<file path="config.mk">
export PLATFORM = sky130hd
export DESIGN_NAME = eth_decap
export DESIGN_NICKNAME = d
export VERILOG_FILES = /design/src/rtl/eth_decap.sv
export SDC_FILE = /design/constraint.sdc
export NUM_CORES = 1
export LEC_CHECK = 0
export ABC_AREA = 1
export ABC_CLOCK_PERIOD_IN_PS = 7190
export CAP_MARGIN = 20
export CORE_ASPECT_RATIO = 1.2
export CORE_MARGIN = 4
export CORE_UTILIZATION = 30
export CTS_BUF_LIST = sky130_fd_sc_hd__clkbuf_4
export DETAILED_ROUTE_END_ITERATION = 10
export GPL_TIMING_DRIVEN = 1
export PLACE_DENSITY_LB_ADDON = 0.12
export RECOVER_POWER = 50
export SLEW_MARGIN = 10
export SYNTH_ARGS = -nofsm -noshare
export SYNTH_HDL_FRONTEND = slang
export SYNTH_SLANG_ARGS = --single-unit
export TNS_END_PERCENT = 1
</file>
<file path="constraint.sdc">
create_clock -name clk156 -period 7.19 [get_ports clk156]
set_input_delay 1.7975 -clock clk156 [delete_from_list [all_inputs] [get_ports clk156]]
set_output_delay 1.7975 -clock clk156 [all_outputs]
set_load 0.05 [all_outputs]
</file>
<file path="src/rtl/eth_decap.sv">
// eth_decap: strips a 48-byte Ethernet/IPv4/UDP/tcap header from 64-bit AXI-Stream
// frames and writes the payload beats into a TLP FIFO.
//
// Ports:
//   clk156, sys_rst              clock, asynchronous active-high reset
//   s_axis_t{valid,ready,data,keep,last,user}  ingress stream (wire byte 0 in [7:0])
//   wr_en, din[82:0], full       FIFO write side:
//                                din = {dir, tkeep, tdata, tuser[7:0], tlast}
//   rx_pkt_cnt, rx_drop_cnt      frames forwarded / frames discarded
//   last_seq, seq_err_cnt        tcap sequence of the last accepted frame, gap count
//   dbg_state                    current FSM state (RX_HDR=0, RX_DATA=1, RX_DROP=2)
//
// Handshake: an ingress beat moves only on a cycle where s_axis_tvalid and
// s_axis_tready are both high at the rising edge; nothing changes otherwise.
// The FIFO side has no ready: wr_en is a strobe, and it is never raised while
// full is high, because in RX_DATA s_axis_tready is !full.
module eth_decap #(
  parameter logic [15:0] udp_dport = 16'h3776,
  parameter logic [15:0] eth_proto = 16'h0800
) (
  input  logic        clk156,
  input  logic        sys_rst,
  input  logic        s_axis_tvalid,
  output logic        s_axis_tready,
  input  logic [63:0] s_axis_tdata,
  input  logic [7:0]  s_axis_tkeep,
  input  logic        s_axis_tlast,
  input  logic        s_axis_tuser,
  output logic        wr_en,
  output logic [82:0] din,
  input  logic        full,
  output logic [31:0] rx_pkt_cnt,
  output logic [31:0] rx_drop_cnt,
  output logic [31:0] last_seq,
  output logic [31:0] seq_err_cnt,
  output logic [1:0]  dbg_state
);

  typedef enum logic [1:0] {
    RX_HDR  = 2'd0,
    RX_DATA = 2'd1,
    RX_DROP = 2'd2
  } state_t;

  state_t      state_q, state_d;
  logic [2:0]  beat_q, beat_d;
  logic        bad_q, bad_d;
  logic [1:0]  dir_q, dir_d;
  logic [31:0] seq_q, seq_d;
  logic [31:0] pkt_q, pkt_d;
  logic [31:0] drop_q, drop_d;
  logic [31:0] last_q, last_d;
  logic [31:0] err_q, err_d;

  logic        xfer;
  logic        hdr_fail;
  logic [7:0]  keep_rev;
  logic [63:0] data_swap;

  assign s_axis_tready = (state_q == RX_DATA) ? !full : 1'b1;
  assign xfer          = s_axis_tvalid && s_axis_tready;

  // Header field checks for the beat currently presented. Byte N lives in
  // beat N/8 at lane N%8, so e.g. bytes 12-13 are lanes 4-5 of beat 1.
  always_comb begin
    hdr_fail = 1'b0;
    case (beat_q)
      3'd1: hdr_fail = (s_axis_tdata[39:32] != eth_proto[15:8]) ||
                       (s_axis_tdata[47:40] != eth_proto[7:0])  ||
                       (s_axis_tdata[55:48] != 8'h45);
      3'd2: hdr_fail = (s_axis_tdata[63:56] != 8'h11);
      3'd4: hdr_fail = (s_axis_tdata[39:32] != udp_dport[15:8]) ||
                       (s_axis_tdata[47:40] != udp_dport[7:0]);
      default: hdr_fail = 1'b0;
    endcase
  end

  // FIFO word: keep bits reversed and data byte-swapped to match the
  // encapsulator's FIFO layout (byte 0 in the top lane).
  always_comb begin
    keep_rev  = '0;
    data_swap = '0;
    for (int i = 0; i < 8; i++) begin
      keep_rev[i]            = s_axis_tkeep[7-i];
      data_swap[8*i +: 8]    = s_axis_tdata[8*(7-i) +: 8];
    end
  end

  assign din = {dir_q, keep_rev, data_swap, 7'b0, s_axis_tuser & s_axis_tlast, s_axis_tlast};

  always_comb begin
    state_d = state_q;
    beat_d  = beat_q;
    bad_d   = bad_q;
    dir_d   = dir_q;
    seq_d   = seq_q;
    pkt_d   = pkt_q;
    drop_d  = drop_q;
    last_d  = last_q;
    err_d   = err_q;
    wr_en   = 1'b0;
    case (state_q)
      RX_HDR: begin
        if (xfer) begin
          if (s_axis_tlast) begin
            // Runt or header-only frame: nothing to forward.
            beat_d = 3'd0;
            bad_d  = 1'b0;
            drop_d = drop_q + 32'd1;
          end else if (beat_q == 3'd5) begin
            beat_d  = 3'd0;
            bad_d   = 1'b0;
            dir_d   = s_axis_tdata[23:22];
            seq_d   = {s_axis_tdata[39:32], s_axis_tdata[47:40],
                       s_axis_tdata[55:48], s_axis_tdata[63:56]};
            state_d = bad_q ? RX_DROP : RX_DATA;
          end else begin
            beat_d = beat_q + 3'd1;
            bad_d  = bad_q | hdr_fail;
          end
        end
      end
      RX_DATA: begin
        wr_en = xfer;
        if (xfer && s_axis_tlast) begin
          state_d = RX_HDR;
          pkt_d   = pkt_q + 32'd1;
          last_d  = seq_q;
          // The first frame after reset has no predecessor to compare with.
          if ((pkt_q != 32'd0) && (seq_q != last_q + 32'd1))
            err_d = err_q + 32'd1;
        end
      end
      RX_DROP: begin
        if (xfer && s_axis_tlast) begin
          state_d = RX_HDR;
          drop_d  = drop_q + 32'd1;
        end
      end
      default: state_d = RX_HDR;
    endcase
  end

  always_ff @(posedge clk156 or posedge sys_rst) begin
    if (sys_rst) begin
      state_q <= RX_HDR;
      beat_q  <= 3'd0;
      bad_q   <= 1'b0;
      dir_q   <= 2'd0;
      seq_q   <= 32'd0;
      pkt_q   <= 32'd0;
      drop_q  <= 32'd0;
      last_q  <= 32'd0;
      err_q   <= 32'd0;
    end else begin
      state_q <= state_d;
      beat_q  <= beat_d;
      bad_q   <= bad_d;
      dir_q   <= dir_d;
      seq_q   <= seq_d;
      pkt_q   <= pkt_d;
      drop_q  <= drop_d;
      last_q  <= last_d;
      err_q   <= err_d;
    end
  end

  assign rx_pkt_cnt  = pkt_q;
  assign rx_drop_cnt = drop_q;
  assign last_seq    = last_q;
  assign seq_err_cnt = err_q;
  assign dbg_state   = state_q;

endmodule

</file>
==> results.yml <==
clock_tree:
  post-cts-setup-buffers: 0
  cts_root_buf: "clkbuf_4"
  cts_tree: "built"
  max-clock-path-buffers: 2
  cts_buffers: 17
  clock_sinks: 168
  clk_latency_ns: 0.59
  cts.htree.levels: 4
  clk_pin_slew_ns: 0.15
  cts-hold-fix-buffers: 0
  cts_resized: 0
detailed_routing:
  wl_per_cell_um: 15.3
  final_antenna_net_count: 0
  dr.pass1.iters: 4
  vias: 8761
  wirelength_um: 29400
  via_per_inst: 4.55
  drc: 0
  first_iter_violations: 474
logic_synthesis:
  yosysWarnings: 0
  synth-edff-count: 0
  synth.area.top_cells: "dfrtp_1 42%, nand2_1 14%, buf_4 6.0%"
  ys_ff_latch: 168
  async_reset_ff_frac: 1.00
  netlist_instances: 1327
  synth.distinct_cells: 35
  synthesis.area_um2: 10100
  avgSynthCellArea_um2: 7.61
  ys.flop_type: "dfrtp_1"
  synth_top_area_frac: 0.417
  seq_area_frac_synth: 0.417
  yosys.area.top_type: "dfrtp_1"
sta:
  slew_headroom: -1.37
  hold_violations: 0
  rsz0062_at_grt: "false"
  setup_viol_count_final: 0
  report.final.slew_viol_count: 180
  skew_ns: 0.0285
  finalCriticalPeriod_ns: 5.38
  worst_slew_pin_slew_ns: 3.54
  fmax_ghz: 0.186
  setup_tns_ns: 0
  finalCritPeriodShare: 0.749
global_route:
  track_usage: 0.160
  grt_pass1_vias: 8839
  grt_pass1_wl_um: 47800
  grt.overflow.total: 0
  grt_max_degree: 74
  grt_antenna_before_repair: 1
placement:
  place_area_um2: 12100
  dp_cells: 1891
  place.gp.congestion: 0.829
  hpwl_um: 22100
  io_buffers: 209
layout:
  post-route-util: 0.373
  final_cell_mix: "374 x nand2_1, 207 x clkdlybuf4s50_1, 168 x dfrtp_1, 140 x inv_1, 127 x nor2_1"
  area_growth_pct: 22.7
  final_common_cell: "nand2_1"
  fin_cells: 1924
  nets: 1546
  fin_area_um2: 12400
  drive_gt1_frac: 0.0394
power_and_ir_drop:
  leakage_uw: 0.00570
  irDropWorstVdd_uv: 220
  power.density_nw_per_um2: 299
die:
  rows: 73
  die-height_um: 209
  boundaryPins: 293
  coreArea_um2: 33200
  die_w_um: 175
  die_area_um2: 36700
  initial_utilization: 0.304
status:
  violations: "capacitance limit, slew limit"
  status: "finished, violations left"
worst_setup_path:
  path_class: "in -> reg"
  path_max_fanout: 41
  end_kind: "flip-flop"
  crit_required_ns: 7.68
  start_kind: "input port"
  worstPathArrival_ns: 5.87
min_path:
  min_path_type: "reg -> reg"
run:
  cap_violations: 4
cell usage after synthesis (6+ instances only):
| master | count |
|---|---|
| inv_1 | 140 |
| nor2_1 | 124 |
| nor3_1 | 32 |
| xor2_1 | 67 |
| xnor2_1 | 39 |
| nand4_1 | 59 |
| buf_4 | 80 |
| clkbuf_1 | 21 |
| nand3_1 | 74 |
| nor4_1 | 22 |
| nor2_4 | 6 |
| nand2_1 | 373 |
| dfrtp_1 | 168 |
| nand2_2 | 6 |
| ha_1 | 8 |
| a21oi_1 | 8 |
| o21ai_0 | 63 |
worst paths after layout:
check / end / startpoint / depth (start not counted) / slack (ns)
max: seq_err_cnt[2] / full / 10 / 1.81
min: rx_drop_cnt[31] / rx_drop_cnt[31] / 1 / 0.48
max reg2reg: seq_err_cnt[2] / dbg_state[1] / 11 / 2.83
min reg2reg: rx_drop_cnt[31] / rx_drop_cnt[31] / 1 / 0.48
max in group asynchronous: seq_q[25] / sys_rst / 3 / 2.06
min in group asynchronous: rx_drop_cnt[29] / sys_rst / 2 / 2.68
through the flow:
stage	hold slack, ns	power [uW]	setup WS (ns)
final	0.483	3710	1.81
after global routing	0.503	3990	1.21
after CTS	0.488	3780	2.04
after detailed placement	0.466	3110	2.04
after global placement	0.459	3100	2.05
after floorplan	0.479	2610	0.846
flip-flops by register name (all words and copies together) (netlist names):
signal	count
dbg_state	2
rx_drop_cnt	32
dir_q	2
beat_q	3
last_seq	32
seq_q	32
bad_q	1
rx_pkt_cnt	32
seq_err_cnt	32
layout make-up:
class                           instances  area [um2]
Fill cell                            3530       20800
Multi-Input combinational cell        916        4640
Clock inverter                         15         186
Tap cell                              450         563
Inverter                              142         534
Sequential cell                       168        4200
Clock buffer                           17         128
Timing Repair Buffer                  215        2120
Antenna cell                            1        2.50
worst max-delay path, stage by stage:
cell and delay, ns:
dlygate4sd3_1 0.53, nand2_1 0.08, nand2_1 0.09, nor2_1 0.19, nand2_1 0.16, inv_1 0.20, clkbuf_1 1.46, nand3_2 1.04
nand2_1 0.24, nand2_1 0.07
metal layers:
layer	global-route usage	up-vias	wire [um]
met5	0	-	0
met4	0.0406	0	362
met3	0.0306	26	1210
met2	0.283	182	14900
met1	0.202	4121	12900
li1	-	4432	-
power by group:
group / internal [uW] / switching, uW
clock: 248 / 387
combinational: 565 / 1080
sequential: 1160 / 262
total: 1970 / 1730
logic make-up after synthesis:
logic type,share of synthesized area
simple gates,0.308
flops,0.417
fa+ha+maj,0.00992
mux,0.00558
compound gates,0.0407
buf+inv,0.124
other cells,0.000372
xor+xnor,0.0942
(Power assumes the default switching activity.)
